==> config.mk <==
export PLATFORM = sky130hd
export DESIGN_NAME = sync_fifo_param
export DESIGN_NICKNAME = d
export VERILOG_FILES = /design/src/rtl/sync_fifo_param.sv
export SDC_FILE = /design/constraint.sdc
export NUM_CORES = 1
export LEC_CHECK = 0
export CAP_MARGIN = 15
export CORE_AREA = 10 10 138 140
export CTS_BUF_LIST = sky130_fd_sc_hd__clkbuf_4 sky130_fd_sc_hd__clkbuf_8
export CTS_CLUSTER_DIAMETER = 100
export CTS_CLUSTER_SIZE = 30
export DETAILED_ROUTE_END_ITERATION = 8
export DIE_AREA = 0 0 148 150
export PLACE_DENSITY = 0.58
export SYNTH_ARGS = -nofsm -noshare
export SYNTH_HDL_FRONTEND = slang
export SYNTH_SLANG_ARGS = --single-unit
==> constraint.sdc <==
create_clock -name clk -period 5.6 [get_ports clk]
set_clock_uncertainty 0.15 [all_clocks]
set_input_delay 1.12 -clock clk [delete_from_list [all_inputs] [get_ports clk]]
set_output_delay 1.12 -clock clk [all_outputs]
set_load 0.05 [all_outputs]
==> src/rtl/sync_fifo_param.sv <==
// Parameterised synchronous FIFO with occupancy flags, sticky error flags,
// synchronous flush, and a choice of registered or first-word-fall-through read.
module sync_fifo_param #(
    parameter int DATA_W   = 8,
    parameter int DEPTH    = 16,
    parameter int AF_LEVEL = 14,
    parameter int AE_LEVEL = 2,
    parameter int FWFT     = 0
) (
    input  logic                     clk,
    input  logic                     rst,
    input  logic                     wr_en,
    input  logic [DATA_W-1:0]        din,
    input  logic                     rd_en,
    input  logic                     flush,
    input  logic                     clr_err,
    output logic [DATA_W-1:0]        dout,
    output logic                     empty,
    output logic                     full,
    output logic                     almost_empty,
    output logic                     almost_full,
    output logic [$clog2(DEPTH):0]   count,
    output logic                     overflow,
    output logic                     underflow
);

    localparam int AW = $clog2(DEPTH);
    localparam int CW = AW + 1;
    localparam logic [CW-1:0] DEPTH_C = CW'(DEPTH);
    localparam logic [CW-1:0] AF_C    = CW'(AF_LEVEL);
    localparam logic [CW-1:0] AE_C    = CW'(AE_LEVEL);

    logic [DATA_W-1:0] mem [DEPTH];

    logic [AW-1:0] wr_ptr_q, wr_ptr_d;
    logic [AW-1:0] rd_ptr_q, rd_ptr_d;
    logic [CW-1:0] count_q, count_d;
    logic          overflow_q, overflow_d;
    logic          underflow_q, underflow_d;

    logic              empty_s;
    logic              full_s;
    logic              wr_accept;
    logic              rd_accept;
    logic [DATA_W-1:0] rd_word;

    assign empty_s = (count_q == '0);
    assign full_s  = (count_q == DEPTH_C);

    // flush masks both requests so neither pointers, memory nor sticky flags move
    assign wr_accept = wr_en && !full_s  && !flush;
    assign rd_accept = rd_en && !empty_s && !flush;

    assign rd_word = mem[rd_ptr_q];

    always_comb begin
        wr_ptr_d    = wr_ptr_q;
        rd_ptr_d    = rd_ptr_q;
        count_d     = count_q;
        overflow_d  = overflow_q;
        underflow_d = underflow_q;

        if (flush) begin
            wr_ptr_d = '0;
            rd_ptr_d = '0;
            count_d  = '0;
        end else begin
            if (wr_accept) wr_ptr_d = wr_ptr_q + AW'(1);
            if (rd_accept) rd_ptr_d = rd_ptr_q + AW'(1);
            case ({wr_accept, rd_accept})
                2'b10:   count_d = count_q + CW'(1);
                2'b01:   count_d = count_q - CW'(1);
                default: count_d = count_q;
            endcase
        end

        // a set condition in the same cycle as clr_err wins
        if (clr_err) begin
            overflow_d  = 1'b0;
            underflow_d = 1'b0;
        end
        if (wr_en && full_s && !flush)  overflow_d  = 1'b1;
        if (rd_en && empty_s && !flush) underflow_d = 1'b1;
    end

    always_ff @(posedge clk or posedge rst) begin
        if (rst) begin
            wr_ptr_q    <= '0;
            rd_ptr_q    <= '0;
            count_q     <= '0;
            overflow_q  <= 1'b0;
            underflow_q <= 1'b0;
        end else begin
            wr_ptr_q    <= wr_ptr_d;
            rd_ptr_q    <= rd_ptr_d;
            count_q     <= count_d;
            overflow_q  <= overflow_d;
            underflow_q <= underflow_d;
        end
    end

    // storage is deliberately not reset; rst only gates the write strobe
    always_ff @(posedge clk) begin
        if (wr_accept && !rst) mem[wr_ptr_q] <= din;
    end

    generate
        if (FWFT != 0) begin : g_fwft
            assign dout = empty_s ? '0 : rd_word;
        end else begin : g_std
            logic [DATA_W-1:0] dout_q, dout_d;

            always_comb begin
                dout_d = dout_q;
                if (rd_accept) dout_d = rd_word;
            end

            always_ff @(posedge clk or posedge rst) begin
                if (rst) dout_q <= '0;
                else     dout_q <= dout_d;
            end

            assign dout = dout_q;
        end
    endgenerate

    assign empty        = empty_s;
    assign full         = full_s;
    assign almost_empty = (count_q <= AE_C);
    assign almost_full  = (count_q >= AF_C);
    assign count        = count_q;
    assign overflow     = overflow_q;
    assign underflow    = underflow_q;

endmodule

==> impl_metrics.py <==
metrics = {
    "synthesis": {
        "ys_warn_count": 0,
        "seq_area_frac_synth_pct": 71.1,
        "synth_top_area_share_pct": 61.8,
        "async_reset_ff_share_pct": 15.2,
        "syn_inst": 353,
        "avgSynthCellArea_sq_um": 17.6,
        "syn_nets": 374,
        "syn_area_sq_mm": 0.00622,
        "synth_edf_count": 128,
        "synth_area_leader_cell": "edfxtp_1",
        "synth-seq-cells": 151,
        "synthFlopType": "edfxtp_1",
        "yosysUniqueCellTypes": 43,
        "synth.top_cells.by_count": "128 x edfxtp_1, 32 x mux4_2, 31 x nor2_1",
        "synthMostInstantiatedCell": "edfxtp_1",
        "synthTopCellsByArea": "edfxtp_1 62%, mux4_2 12%, dfrtp_1 9.3%",
    },
    "routing": {
        "wl_per_cell_microns": 20.5,
        "routed_wl_microns": 12800,
        "drt_pass1_iterations": 4,
        "drcViolationCount": 0,
        "vias": 3245,
        "avgViaCountPerCell": 5.20,
        "initialDrtViolationCount": 189,
        "drtAntennaViolNets": 0,
    },
    "setup_path": {
        "criticalPathCategory": "input port to register",
        "worstPathMaxFanout": 7,
        "timing.rr.start": "count[2]$_DFFE_PP0P_",
        "r2r_end": "count[4]$_DFFE_PP0P_",
        "cp-start-kind": "input port",
        "cp.arrival_ps": 4250,
        "crit_start": "wr_en",
        "worstPathRequired_ps": 5830,
        "ff2ff_path_depth": 10,
        "critical_path.endpoint": "count[4]$_DFFE_PP0P_",
        "end_kind": "register",
        "timing.reg2reg.setup_slack_ps": 2030,
    },
    "grt": {
        "grt_max_degree": 36,
        "first_global_vias": 3332,
        "grt_pass1_wl_microns": 19900,
        "overflow": 0,
        "grtUsageTotal_pct": 12.1,
        "antenna_found_initial": 0,
    },
    "cts": {
        "cts_resized": 0,
        "cts_sinks": 151,
        "tritoncts": "built",
        "clock_latency_ps": 460,
        "numCtsBuffers": 17,
        "clkTransAtPathRegs_ps": 80,
        "clock-root-buffer": "clkbuf_8",
        "hold_buffers": 0,
        "h-tree-depth": 4,
        "postCtsSetupBuffers": 0,
        "clock_path_buffers": 2,
    },
    "place": {
        "dpl.hpwl_microns": 8230,
        "routabilityCongestion": 0.832,
        "port_buffers": 32,
        "dp_slack_ps": 1220,
    },
    "power": {
        "p_leak_nw": 2.30,
        "power_density_mw_per_mm2": 417,
        "peakVddDrop_uv": 180,
    },
    "finish": {
        "area_growth_pct": 15.2,
        "fin_util_pct": 43.8,
        "n_antenna_cell": 0,
        "nets": 412,
        "drive_gt1_share_pct": 19.6,
        "fillCellCount": 1483,
    },
    "die": {
        "ios": 33,
        "coreArea_sq_mm": 0.0163,
        "initial_utilization_pct": 38.0,
        "fp-row-count": 47,
        "dieArea_sq_mm": 0.0222,
        "chipWidth_microns": 148,
        "fp.dieH_microns": 150,
    },
    "sta": {
        "max_freq_ghz": 0.249,
        "finalHoldViolations": 0,
        "rsz0062_at_grt": "no",
        "fin_setup_tns_ps": 0,
        "finalSetupViolCount": 0,
        "worstMarginPinSlew_ps": 1110,
        "drv_slew": 0,
        "period_minus_slack_ps": 4010,
        "relSlewSlack_pct": 25.8,
        "period_share_pct": 71.7,
        "finalWorstSetupSlack_ps": 1590,
    },
    "job": {
        "drv_cap": 0,
    },
    "outcome": {
        "status": "finished clean",
    },
    "worst_hold_path": {
        "hp-class": "register to register",
    },
}
[kinds of logic after synthesis]
kind of cell | after synthesis | synth area share [%]
AND/OR/NAND/NOR | 78 | 6.01
XOR/XNOR | 7 | 0.986
multiplexers | 50 | 14.5
adder cells (fa/ha/maj) | 8 | 1.57
AO/OA/AOI/OAI | 31 | 3.68
buffers and inverters | 28 | 2.21
flip-flops | 151 | 71.1
[stage by stage]
stage	std cells	power, mW	hold WS, ps	instance area, sq um
2_1_floorplan	353	1.97	398	6220
3_3_place_gp	592	2.18	373	6760
3_5_place_dp	592	2.19	374	6760
4_1_cts	624	3.02	386	7160
5_1_grt	624	3.13	442	7160
6_report	624	2.99	383	7160
[sequential cells by signal, summed over array words and instances, names as in the netlist]
signal / count
underflow: 1
dout: 8
wr_ptr_q: 4
mem: 128
count: 5
rd_ptr_q: 4
overflow: 1
[cell type report]
cell class | count | area (sq um) | area share (%)
clock buffers | 21 | 277 | 3.86
clock inverters | 11 | 126 | 1.76
inverters | 8 | 30.0 | 0.419
multi-input cells | 174 | 1660 | 23.2
flip-flops and latches | 151 | 4420 | 61.7
well taps | 220 | 275 | 3.84
repair buffers | 39 | 373 | 5.20
[worst max-delay path: stages]
cell and delay (ps):
clkdlybuf4s50_1 570, inv_1 110, a21oi_1 500, nor2_1 190, xor2_1 190, ha_1 250
or3_2 430, a21oi_1 160, nor3_1 70, or4_1 500, a21oi_1 150
[where the power goes]
group	internal, mW	switching (mW)
Combinational	0.323	0.495
Sequential	1.27	0.0616
Clock	0.431	0.404
Total	2.03	0.960
[cell usage in the layout, fill, tap and decap left out, types with 2 or more instances in the layout]
| master | count |
|---|---|
| a21oi_1 | 8 |
| o21ai_2 | 2 |
| nor2_1 | 31 |
| inv_1 | 8 |
| clkdlybuf4s50_1 | 32 |
| buf_4 | 7 |
| o21ai_0 | 2 |
| dfrtp_1 | 22 |
| a2111oi_0 | 2 |
| nand3_1 | 4 |
| clkbuf_4 | 2 |
| nor2b_1 | 2 |
| clkbuf_8 | 19 |
| or2_2 | 2 |
| ha_1 | 7 |
| bufinv_16 | 2 |
| nand2b_1 | 4 |
| nand2_1 | 16 |
| mux4_2 | 32 |
| xor2_1 | 6 |
| clkinv_2 | 3 |
| mux2i_1 | 18 |
| nor3_1 | 7 |
| edfxtp_1 | 128 |
| nor4_1 | 2 |
| o22ai_1 | 2 |
| a221oi_1 | 9 |
| and2_1 | 2 |
| clkinv_4 | 4 |
[how the worst min path moves through the flow]
stage | cells past startpoint | from | slack (ps) | to
global placement | 2 | underflow$_DFFE_PP0P_ | 370 | underflow$_DFFE_PP0P_
finish | 2 | underflow$_DFFE_PP0P_ | 380 | underflow$_DFFE_PP0P_
detailed placement | 2 | underflow$_DFFE_PP0P_ | 370 | underflow$_DFFE_PP0P_
CTS | 2 | underflow$_DFFE_PP0P_ | 390 | underflow$_DFFE_PP0P_
global route | 2 | overflow$_DFFE_PP0P_ | 440 | overflow$_DFFE_PP0P_
floorplan | 2 | rd_ptr_q[1]$_DFFE_PP0P_ | 400 | rd_ptr_q[1]$_DFFE_PP0P_
[metal layers]
metal  track usage, %  vias up  share of wire (%)
li1                 -     1472                  -
met5                0        -                  0
met1             15.2     1671                 45
met3             3.17       15                4.7
met4             5.35        0                1.9
met2             19.3       87                 48
Note: power is estimated with default switching activity, not from simulation.
